$ cat src/rtl/muldiv_pkg.sv
// muldiv_pkg: shared types and constants for the multiply/divide unit.
// Holds the op encoding, FSM state type, iteration count and a helper.
package muldiv_pkg;

  localparam int MULDIV_ITER  = 32;
  localparam int MULDIV_CNT_W = 5;

  typedef enum logic [1:0] {
    OP_MULT  = 2'd0,
    OP_MULTU = 2'd1,
    OP_DIV   = 2'd2,
    OP_DIVU  = 2'd3
  } muldiv_op_t;

  typedef enum logic [1:0] {
    ST_IDLE = 2'd0,
    ST_RUN  = 2'd1,
    ST_FIX  = 2'd2
  } muldiv_state_t;

  // Unsigned magnitude; 0x8000_0000 stays 0x8000_0000.
  function automatic logic [31:0] mag32(
    input logic [31:0] v,
    input logic        sgn
  );
    return (sgn && v[31]) ? -v : v;
  endfunction

endpackage

$ cat src/rtl/ctrl_bus_if.sv
// ctrl_bus_if: CPU control bus carrying the clock and sync reset.
// Ports: clk, reset; modport central consumes both.
interface ctrl_bus_if;

  logic clk;
  logic reset;

  modport central (
    input clk,
    input reset
  );

endinterface

$ cat src/rtl/muldiv_step.sv
// muldiv_step: one combinational shift-add or restore-subtract step.
// Ports: mode_i (1=divide), acc_i, opnd_i in; acc_o next accumulator.
module muldiv_step (
  input  logic        mode_i,
  input  logic [63:0] acc_i,
  input  logic [31:0] opnd_i,
  output logic [63:0] acc_o
);

  logic [32:0] sum;
  logic [32:0] rem33;
  logic [32:0] diff;

  // Multiply: acc = {partial, multiplier}; add on LSB, shift right
  // keeping the carry as the new top bit.
  assign sum = {1'b0, acc_i[63:32]}
             + {1'b0, (acc_i[0] ? opnd_i : 32'd0)};

  // Divide: acc = {remainder, dividend/quotient}; shift one
  // dividend bit into a 33-bit remainder and try the subtract.
  assign rem33 = {acc_i[63:32], acc_i[31]};
  assign diff  = rem33 - {1'b0, opnd_i};

  always_comb begin
    acc_o = {sum, acc_i[31:1]};
    if (mode_i) begin
      if (!diff[32]) begin
        acc_o = {diff[31:0], acc_i[30:0], 1'b1};
      end else begin
        acc_o = {rem33[31:0], acc_i[30:0], 1'b0};
      end
    end
  end

endmodule

$ cat src/rtl/muldiv_unit.sv
// muldiv_unit: iterative MULT/MULTU/DIV/DIVU with HI/LO registers.
// Ports: ctrl_bus (clk, reset), start, op, rs_data, rt_data,
// write_hi, write_lo in; busy, done, hi, lo out.
module muldiv_unit
  import muldiv_pkg::*;
#(
  parameter int ITER = MULDIV_ITER
) (
  ctrl_bus_if.central ctrl_bus,
  input  logic        start,
  input  muldiv_op_t  op,
  input  logic [31:0] rs_data,
  input  logic [31:0] rt_data,
  input  logic        write_hi,
  input  logic        write_lo,
  output logic        busy,
  output logic        done,
  output logic [31:0] hi,
  output logic [31:0] lo
);

  localparam logic [1:0] S_IDLE = ST_IDLE;
  localparam logic [1:0] S_RUN  = ST_RUN;
  localparam logic [1:0] S_FIX  = ST_FIX;

  localparam logic [MULDIV_CNT_W-1:0] CNT_LAST =
    MULDIV_CNT_W'(ITER - 1);

  logic clk;
  logic rst;

  assign clk = ctrl_bus.clk;
  assign rst = ctrl_bus.reset;

  logic [1:0]              state_q, state_d;
  logic [MULDIV_CNT_W-1:0] cnt_q, cnt_d;
  logic [63:0]             acc_q, acc_d;
  logic [31:0]             opnd_q, opnd_d;
  logic                    div_q, div_d;
  logic                    neg_q, neg_d;
  logic                    rneg_q, rneg_d;
  logic                    dz_q, dz_d;
  logic [31:0]             hi_q, hi_d;
  logic [31:0]             lo_q, lo_d;
  logic                    busy_q, busy_d;
  logic                    done_q, done_d;

  logic        is_div;
  logic        is_sgn;
  logic [31:0] rs_mag;
  logic [31:0] rt_mag;
  logic [63:0] step_acc;
  logic [63:0] prod_fix;
  logic [31:0] quo_fix;
  logic [31:0] rem_fix;

  assign is_div = (op == OP_DIV) || (op == OP_DIVU);
  assign is_sgn = (op == OP_MULT) || (op == OP_DIV);
  assign rs_mag = mag32(rs_data, is_sgn);
  assign rt_mag = mag32(rt_data, is_sgn);

  muldiv_step u_step (
    .mode_i (div_q),
    .acc_i  (acc_q),
    .opnd_i (opnd_q),
    .acc_o  (step_acc)
  );

  // Divide by zero leaves quotient all-ones and remainder equal to
  // the dividend magnitude; suppressing only the quotient negation
  // yields LO=0xFFFF_FFFF and HI=original rs_data.
  assign prod_fix = neg_q ? -acc_q : acc_q;
  assign quo_fix  = (neg_q && !dz_q) ? -acc_q[31:0] : acc_q[31:0];
  assign rem_fix  = rneg_q ? -acc_q[63:32] : acc_q[63:32];

  always_comb begin
    state_d = state_q;
    cnt_d   = cnt_q;
    acc_d   = acc_q;
    opnd_d  = opnd_q;
    div_d   = div_q;
    neg_d   = neg_q;
    rneg_d  = rneg_q;
    dz_d    = dz_q;
    hi_d    = hi_q;
    lo_d    = lo_q;
    done_d  = 1'b0;
    case (state_q)
      S_IDLE: begin
        if (start) begin
          state_d = S_RUN;
          cnt_d   = '0;
          div_d   = is_div;
          dz_d    = is_div && (rt_data == 32'd0);
          neg_d   = is_sgn && (rs_data[31] ^ rt_data[31]);
          rneg_d  = is_sgn && is_div && rs_data[31];
          if (is_div) begin
            acc_d  = {32'd0, rs_mag};
            opnd_d = rt_mag;
          end else begin
            acc_d  = {32'd0, rt_mag};
            opnd_d = rs_mag;
          end
        end else begin
          if (write_hi) hi_d = rs_data;
          if (write_lo) lo_d = rs_data;
        end
      end
      S_RUN: begin
        acc_d = step_acc;
        cnt_d = cnt_q + 1'b1;
        if (cnt_q == CNT_LAST) state_d = S_FIX;
      end
      S_FIX: begin
        state_d = S_IDLE;
        done_d  = 1'b1;
        if (div_q) begin
          hi_d = rem_fix;
          lo_d = quo_fix;
        end else begin
          hi_d = prod_fix[63:32];
          lo_d = prod_fix[31:0];
        end
      end
      default: begin
        state_d = S_IDLE;
      end
    endcase
    busy_d = (state_d != S_IDLE);
  end

  always_ff @(posedge clk) begin
    if (rst) begin
      state_q <= S_IDLE;
      cnt_q   <= '0;
      acc_q   <= '0;
      opnd_q  <= '0;
      div_q   <= 1'b0;
      neg_q   <= 1'b0;
      rneg_q  <= 1'b0;
      dz_q    <= 1'b0;
      hi_q    <= '0;
      lo_q    <= '0;
      busy_q  <= 1'b0;
      done_q  <= 1'b0;
    end else begin
      state_q <= state_d;
      cnt_q   <= cnt_d;
      acc_q   <= acc_d;
      opnd_q  <= opnd_d;
      div_q   <= div_d;
      neg_q   <= neg_d;
      rneg_q  <= rneg_d;
      dz_q    <= dz_d;
      hi_q    <= hi_d;
      lo_q    <= lo_d;
      busy_q  <= busy_d;
      done_q  <= done_d;
    end
  end

  assign busy = busy_q;
  assign done = done_q;
  assign hi   = hi_q;
  assign lo   = lo_q;

endmodule
$ cat src/flat_wrapper.sv
// flat-port wrapper written by rule: the top's interface ports become plain ports
module muldiv_unit_flat import muldiv_pkg::*;
#(
  parameter int ITER = MULDIV_ITER
)
  (start, op, rs_data, rt_data, write_hi, write_lo, busy, done, hi, lo, ctrl_bus_clk, ctrl_bus_reset);
  ctrl_bus_if ctrl_bus_i ();
  input  logic start;
  input  muldiv_op_t op;
  input  logic [31:0] rs_data;
  input  logic [31:0] rt_data;
  input  logic write_hi;
  input  logic write_lo;
  output logic busy;
  output logic done;
  output logic [31:0] hi;
  output logic [31:0] lo;
  input wire logic [$bits(ctrl_bus_i.clk)-1:0] ctrl_bus_clk;
  input wire logic [$bits(ctrl_bus_i.reset)-1:0] ctrl_bus_reset;
  assign ctrl_bus_i.clk = ctrl_bus_clk;
  assign ctrl_bus_i.reset = ctrl_bus_reset;
  muldiv_unit #(.ITER(ITER)) u_core (.ctrl_bus(ctrl_bus_i), .start(start), .op(op), .rs_data(rs_data), .rt_data(rt_data), .write_hi(write_hi), .write_lo(write_lo), .busy(busy), .done(done), .hi(hi), .lo(lo));
endmodule
$ cat config.mk
export PLATFORM = sky130hd
export DESIGN_NAME = muldiv_unit_flat
export DESIGN_NICKNAME = d
export VERILOG_FILES = /design/src/rtl/muldiv_pkg.sv /design/src/rtl/ctrl_bus_if.sv /design/src/rtl/muldiv_step.sv /design/src/rtl/muldiv_unit.sv /design/src/flat_wrapper.sv
export SDC_FILE = /design/constraint.sdc
export NUM_CORES = 1
export LEC_CHECK = 0
export CAP_MARGIN = 20
export CORE_MARGIN = 2
export CORE_UTILIZATION = 40
export CTS_CLUSTER_DIAMETER = 60
export DETAILED_ROUTE_END_ITERATION = 10
export GPL_ROUTABILITY_DRIVEN = 0
export HOLD_SLACK_MARGIN = 0.03
export PLACE_DENSITY = 0.56
export SLEW_MARGIN = 20
export SYNTH_ARGS = -nofsm -noshare
export SYNTH_HDL_FRONTEND = slang
export SYNTH_SLANG_ARGS = --single-unit
$ cat constraint.sdc
create_clock -name ctrl_bus_clk -period 4.25 [get_ports ctrl_bus_clk]
set_clock_uncertainty 0.1 [all_clocks]
set_input_delay 0.425 -clock ctrl_bus_clk [delete_from_list [all_inputs] [get_ports ctrl_bus_clk]]
set_output_delay 0.425 -clock ctrl_bus_clk [all_outputs]
set_load 0.02 [all_outputs]
# == Word level (Yosys, flattened, before mapping) ==
# Index checks and enable logic that the tools add are counted.
# word_totals
ff_bits,173
input_bits,71
out_inout_bits,66
elab_cells,76
# classes
add_sub_neg,8
eq_ne,9
muxes,26
bitwise_logic,1
reduce_logical,20
# ops
op,count
2-to-1 mux 32 bit,13
2-to-1 mux 64 bit,4
negator 32 bit,4
one-hot mux 32 bit (2 select lines),2
one-hot mux 64 bit (2 select lines),1
negator 64 bit,1
adder 32 x 32 -> 33 bit,1
subtractor 33 x 32 -> 33 bit,1
zero test 32 bit,1
one-hot mux 5 bit (2 select lines),1
!= test 2 bit (second input constant),4
logical AND 1 bit,7
== test 2 bit (second input constant),3
AND reduction 3 bit,2
nonzero test 2 bit,3
adder 5 x 1 -> 5 bit (second input constant),1
== test 5 bit (second input constant),1
2-to-1 mux 5 bit,1
zero test 2 bit,2
2-to-1 mux 2 bit,2
one-hot mux 2 bit (2 select lines),1
AND reduction 2 bit,2
== test 2 x 1 -> 1 bit (second input constant),1
logical OR 1 bit,2
other kinds (3),3

# == Longest topological paths before layout ==
# logic_depth
depth_word,7
mapped_depth,16
ltp_nobuf,14

# == By module ==
# From an unflattened synthesis, not the netlist that was laid out.
# unflattened
hier_cells,2022
area_unflattened_um2,15300.9
# by_module_without_submodules
module,n_inst,cells_per_inst,area_each_um2,seq_area_each_um2
muldiv_unit,1,1334,10480.1,3463.3
muldiv_step,1,688,4820.9,0.0

# == Worst setup path after synthesis ==
# No wires, ideal clock.
# synth_path
path_kind,register to register
start,register u_core.acc_q[0]
end,register u_core.acc_q[57]
setup_time_ps,122
arrival_time_ps,3368
required_time_ps,4028
path_slack_ps,660
stages_incl_launch_ff,16
path_buffers,2
synth_period_minus_slack_ps,3590
path_cell_list,dfxtp_1 clkbuf_1 inv_1 clkbuf_1 nor2_1 ha_1 a21o_1 a21o_1 a221o_1 a21o_1 a311o_1 a21o_1 a311oi_2 xnor2_1 a22o_1 a221o_1
# synth_between
elab_chain_len,4
# synth_lines
element,line_no,rtl
start: declaration,muldiv_unit.sv:37,"logic [63:0] acc_q, acc_d;"
start signal: assignment,muldiv_unit.sv:136,acc_q <= '0;
start signal: assignment,muldiv_unit.sv:149,acc_q <= acc_d;
2-to-1 mux 32 bit,muldiv_step.sv:17,"+ {1'b0, (acc_i[0] ? opnd_i : 32'd0)};"
adder 32 x 32 -> 33 bit,muldiv_step.sv:17,
2-to-1 mux 64 bit,muldiv_step.sv:26,if (mode_i) begin
one-hot mux 64 bit (2 select lines),muldiv_unit.sv:88,case (state_q)
# Every way passes these cells.
# A chain may end at the register's enable or synchronous reset.

# == Final worst setup path ==
# layout_path
start,register u_core.acc_q[32]
end,register u_core.acc_q[55]
# layout_between
elab_chain_len,4
word_cells_on_any_way,5
classes_between,add/sub (2); mux (3)
# layout_lines
element,line_no,rtl
subtractor 33 x 32 -> 33 bit,muldiv_step.sv:22,"assign diff = rem33 - {1'b0, opnd_i};"
2-to-1 mux 64 bit,muldiv_step.sv:27,if (!diff[32]) begin
2-to-1 mux 64 bit *,muldiv_step.sv:26,
one-hot mux 64 bit (2 select lines) *,muldiv_unit.sv:88,
# Mark *: on every way between the ends. The rest lies on a longest branch, timed or not.

==> impl_metrics.csv <==
group,metric,value,unit
sta,period_minus_slack,3999,ps
setup_path,cpPeakStageDelay,500,ps
run_status,status,"completed",
global_route,grt_start_max_net_pins,73,
power_and_ir_drop,max-vdd-ir-drop,242.9,uV
floorplanning,die_h,194.8,um
floorplanning,die_x,194.8,um
power_and_ir_drop,p_seq_share,35.8,%
cts,cts_tree,"done",
sta,timing.hold.ws,243.8,ps
yosys,synth-seq-area-share,23.78,%
cts,cts_buffers,17,
worst_hold_path,hold_path_end,"u_core.opnd_q[18]$_SDFFE_PP0P_",
cts,cts_root_buf,"clkbuf_16",
yosys,synth-warning-count,0,
global_route,grt_overflow_total,0,
sta,hold_violations,0,
worst_hold_path,hp-start,"ctrl_bus_reset",
setup_path,critical_path.cell_chain,"inv_1 -> fa_1 -> nor2b_1 -> o31a_1 -> o21ai_1 -> a211oi_2 -> o2111ai_1 -> a21o_1 -> xor2_4 -> buf_4 -> and3_1 -> a222oi_1 -> nand2_1",
worst_hold_path,hold-path-cell-count,2,
route,ant_nets,0,
setup_path,r2r_end,"u_core.acc_q[55]$_SDFFE_PP0P_",
global_route,antenna_found_initial,2,
route,wl_per_cell,22.44,um
setup_path,r2r_slack,250,ps
cts,path_clk_slew,80,ps
power_and_ir_drop,swShare,38.21,%
yosys,ys_top_cells_by_area,"dfxtp_1, nor2_1, a21oi_1",
route,dr.pass1.iters,6,
yosys,netlist_instances,2010,
power_and_ir_drop,power,0.005154,W
setup_path,r2r-start,"u_core.acc_q[32]$_SDFFE_PP0P_",
setup_path,critPathCaptureType,"register",
floorplanning,rows,69,
setup_path,required,4480,ps
sta,slew_headroom,25.26,%
final_layout,final_area,17050,um2
route,vias_per_cell,6.083,
cts,post_cts_buffers,0,
final_layout,utilization,47.70,%
yosys,synth_cell_types,79,
sta,worst_slew_pin_slew,1121,ps
setup_path,slowest_stage,"dfxtp_1",
power_and_ir_drop,clock_power_share,32.7,%
yosys,synth_edf_count,0,
power_and_ir_drop,intPower,0.003185,W
sta,finalSetupViolCount,0,
final_layout,stdcell_count,2555,
floorplanning,coreArea,35740,um2
yosys,synth_fp_nets,2153,
route,drtIter0Drc,1906,
placement,port_buffers,136,
yosys,syn_area_per_cell,7.247,um2
worst_hold_path,hp-class,"in2reg",
yosys,ys_async_sr_fraction,0,%
power_and_ir_drop,p_switching,0.001970,W
sta,rsz0062_at_grt,"yes",
job,cap_violations,0,
setup_path,startpoint_type,"register",
sta,slew_violations,0,
final_layout,layout_common_cells,"nor2_1, a21oi_1, nand2_1, dfxtp_1, clkdlybuf4s50_1",
route,drc,0,
placement,dp_cells,2521,
setup_path,reg2reg_depth,13,
route,vias,15540,
sta,timing.fmax,250.1,MHz
yosys,yosysTopAreaCell,"dfxtp_1",
final_layout,syn_to_final_growth,17.05,%
cts,clock_sinks,173,
floorplanning,start_util,40.75,%
placement,hpwl,44710,um
floorplanning,dieArea,37960,um2
floorplanning,io-pin-count,137,
cts,ctsHtreeMaxLevel,4,
route,wl,57340,um
power_and_ir_drop,power.leakage,6.910,nW
yosys,synth_area,14570,um2
yosys,synth_seq_cells,173,
final_layout,drive_above_1_share,6.166,%
setup_path,path_max_fanout,16,
final_layout,layout_commonest_cell,"nor2_1",
sta,period_share,94.10,%
power_and_ir_drop,power_frac_comb,31.5,%
yosys,synth_flop_cell,"dfxtp_1",
global_route,grt_use_total,29.41,%
yosys,netlist.area_leader.share,23.78,%
cts,clk_path_buf_depth,2,
global_route,grt_pass1_wl,86310,um
final_layout,fin_nets,2222,
placement,postPlaceCellArea,16430,um2
setup_path,crit_type,"reg2reg",
setup_path,worst_ep_arrival_time,4230,ps
power_and_ir_drop,p_per_area,302.3,nW/um2
cts,insertion_delay,460,ps
global_route,grt_pass1_vias,14100,
## cell usage after synthesis (all sizes together) (41+ instances only)
library cell	number
nand2	178
xnor2	95
dfxtp	173
clkbuf	125
mux2i	71
xor2	73
a21o	41
nor3	47
o21ai	124
a211oi	67
ha	70
nor2	289
a21oi	191
inv	72
## layer usage
metal	global-route usage, %	vias up	wire length (um)
met2	42.84	732	23710
met4	9.754	0	1699
li1	-	7340	-
met3	6.490	85	5653
met5	0	-	0
met1	42.57	7386	26280
## worst max-delay path by stage
stage / start / endpoint / slack [ps] / depth (start not counted)
6_report: u_core.acc_q[32]$_SDFFE_PP0P_ / u_core.acc_q[55]$_SDFFE_PP0P_ / 250 / 13
5_1_grt: u_core.acc_q[32]$_SDFFE_PP0P_ / u_core.acc_q[55]$_SDFFE_PP0P_ / -60 / 13
4_1_cts: u_core.acc_q[32]$_SDFFE_PP0P_ / u_core.acc_q[55]$_SDFFE_PP0P_ / 140 / 13
3_5_place_dp: u_core.acc_q[32]$_SDFFE_PP0P_ / u_core.acc_q[55]$_SDFFE_PP0P_ / 200 / 13
3_3_place_gp: u_core.acc_q[32]$_SDFFE_PP0P_ / u_core.acc_q[55]$_SDFFE_PP0P_ / 290 / 13
2_1_floorplan: u_core.acc_q[0]$_SDFFE_PP0P_ / u_core.acc_q[57]$_SDFFE_PP0P_ / 660 / 15
## per-stage QoR
| step | setup slack [ps] | setup TNS, ps |
|---|---|---|
| finish | 250.8 | 0 |
| global route | -57.72 | -57.72 |
| detailed placement | 200.4 | 0 |
| floorplan | 660.5 | 0 |
| CTS | 145.0 | 0 |
| global placement | 292.1 | 0 |
## state kept, by name (all words and copies together) (netlist names)
signal and count:
u_core.acc_q 64, u_core.state_q 2, u_core.done 1, u_core.cnt_q 5, u_core.rneg_q 1, u_core.neg_q 1
u_core.div_q 1, u_core.hi 32, u_core.dz_q 1, u_core.busy 1, u_core.lo 32, u_core.opnd_q 32
## logic make-up (layout without fill, tap and decap cells)
logic type / after synthesis / count (layout) / share of synthesized area (%)
AOI/OAI and AO/OA: 625 / 625 / 27.74
other: 0 / 2 / 0
xor gates and xnor gates: 168 / 168 / 10.15
muxes: 75 / 75 / 5.188
DFF: 173 / 173 / 23.78
buffers and inverters: 216 / 298 / 5.643
adders and majority gates: 72 / 72 / 6.288
and+or+nand+nor: 681 / 681 / 21.22
## power groups by stage
stage | clock, W | combinational [W] | sequential, W
global route | 0.00175 | 0.00175 | 0.00186
finish | 0.00169 | 0.00162 | 0.00185
detailed placement | 0 | 0.00157 | 0.00188
global placement | 0 | 0.00157 | 0.00188
floorplan | 0 | 0.00103 | 0.00185
CTS | 0.00170 | 0.00158 | 0.00184
## area by class of cell
class                   count  area (um2)
flip-flops and latches    173        3466
fillers                  3539       18690
multi-input cells        1621       10340
well taps                 461       576.8
inverters                  73       274.0
clock buffers              17       425.4
repair buffers            193        1782
diodes                      2       5.005
clock inverters            15       176.4
## timing repair
item                                    in CTS  in global routing
resized for setup                            0                  4
endpoints found under the setup margin       0                 13
hold buffers                                 0                  0
## critical path, delay by kind of cell (launching register included)
| kind | cells | cell delay, ps |
|---|---|---|
| DFF | 1 | 500 |
| and+or+nand+nor | 3 | 600 |
| buffers and inverters | 2 | 430 |
| AOI/OAI and AO/OA | 6 | 1590 |
| xor gates and xnor gates | 1 | 200 |
| adders and majority gates | 1 | 450 |
Power figures use the tool's default switching activity.
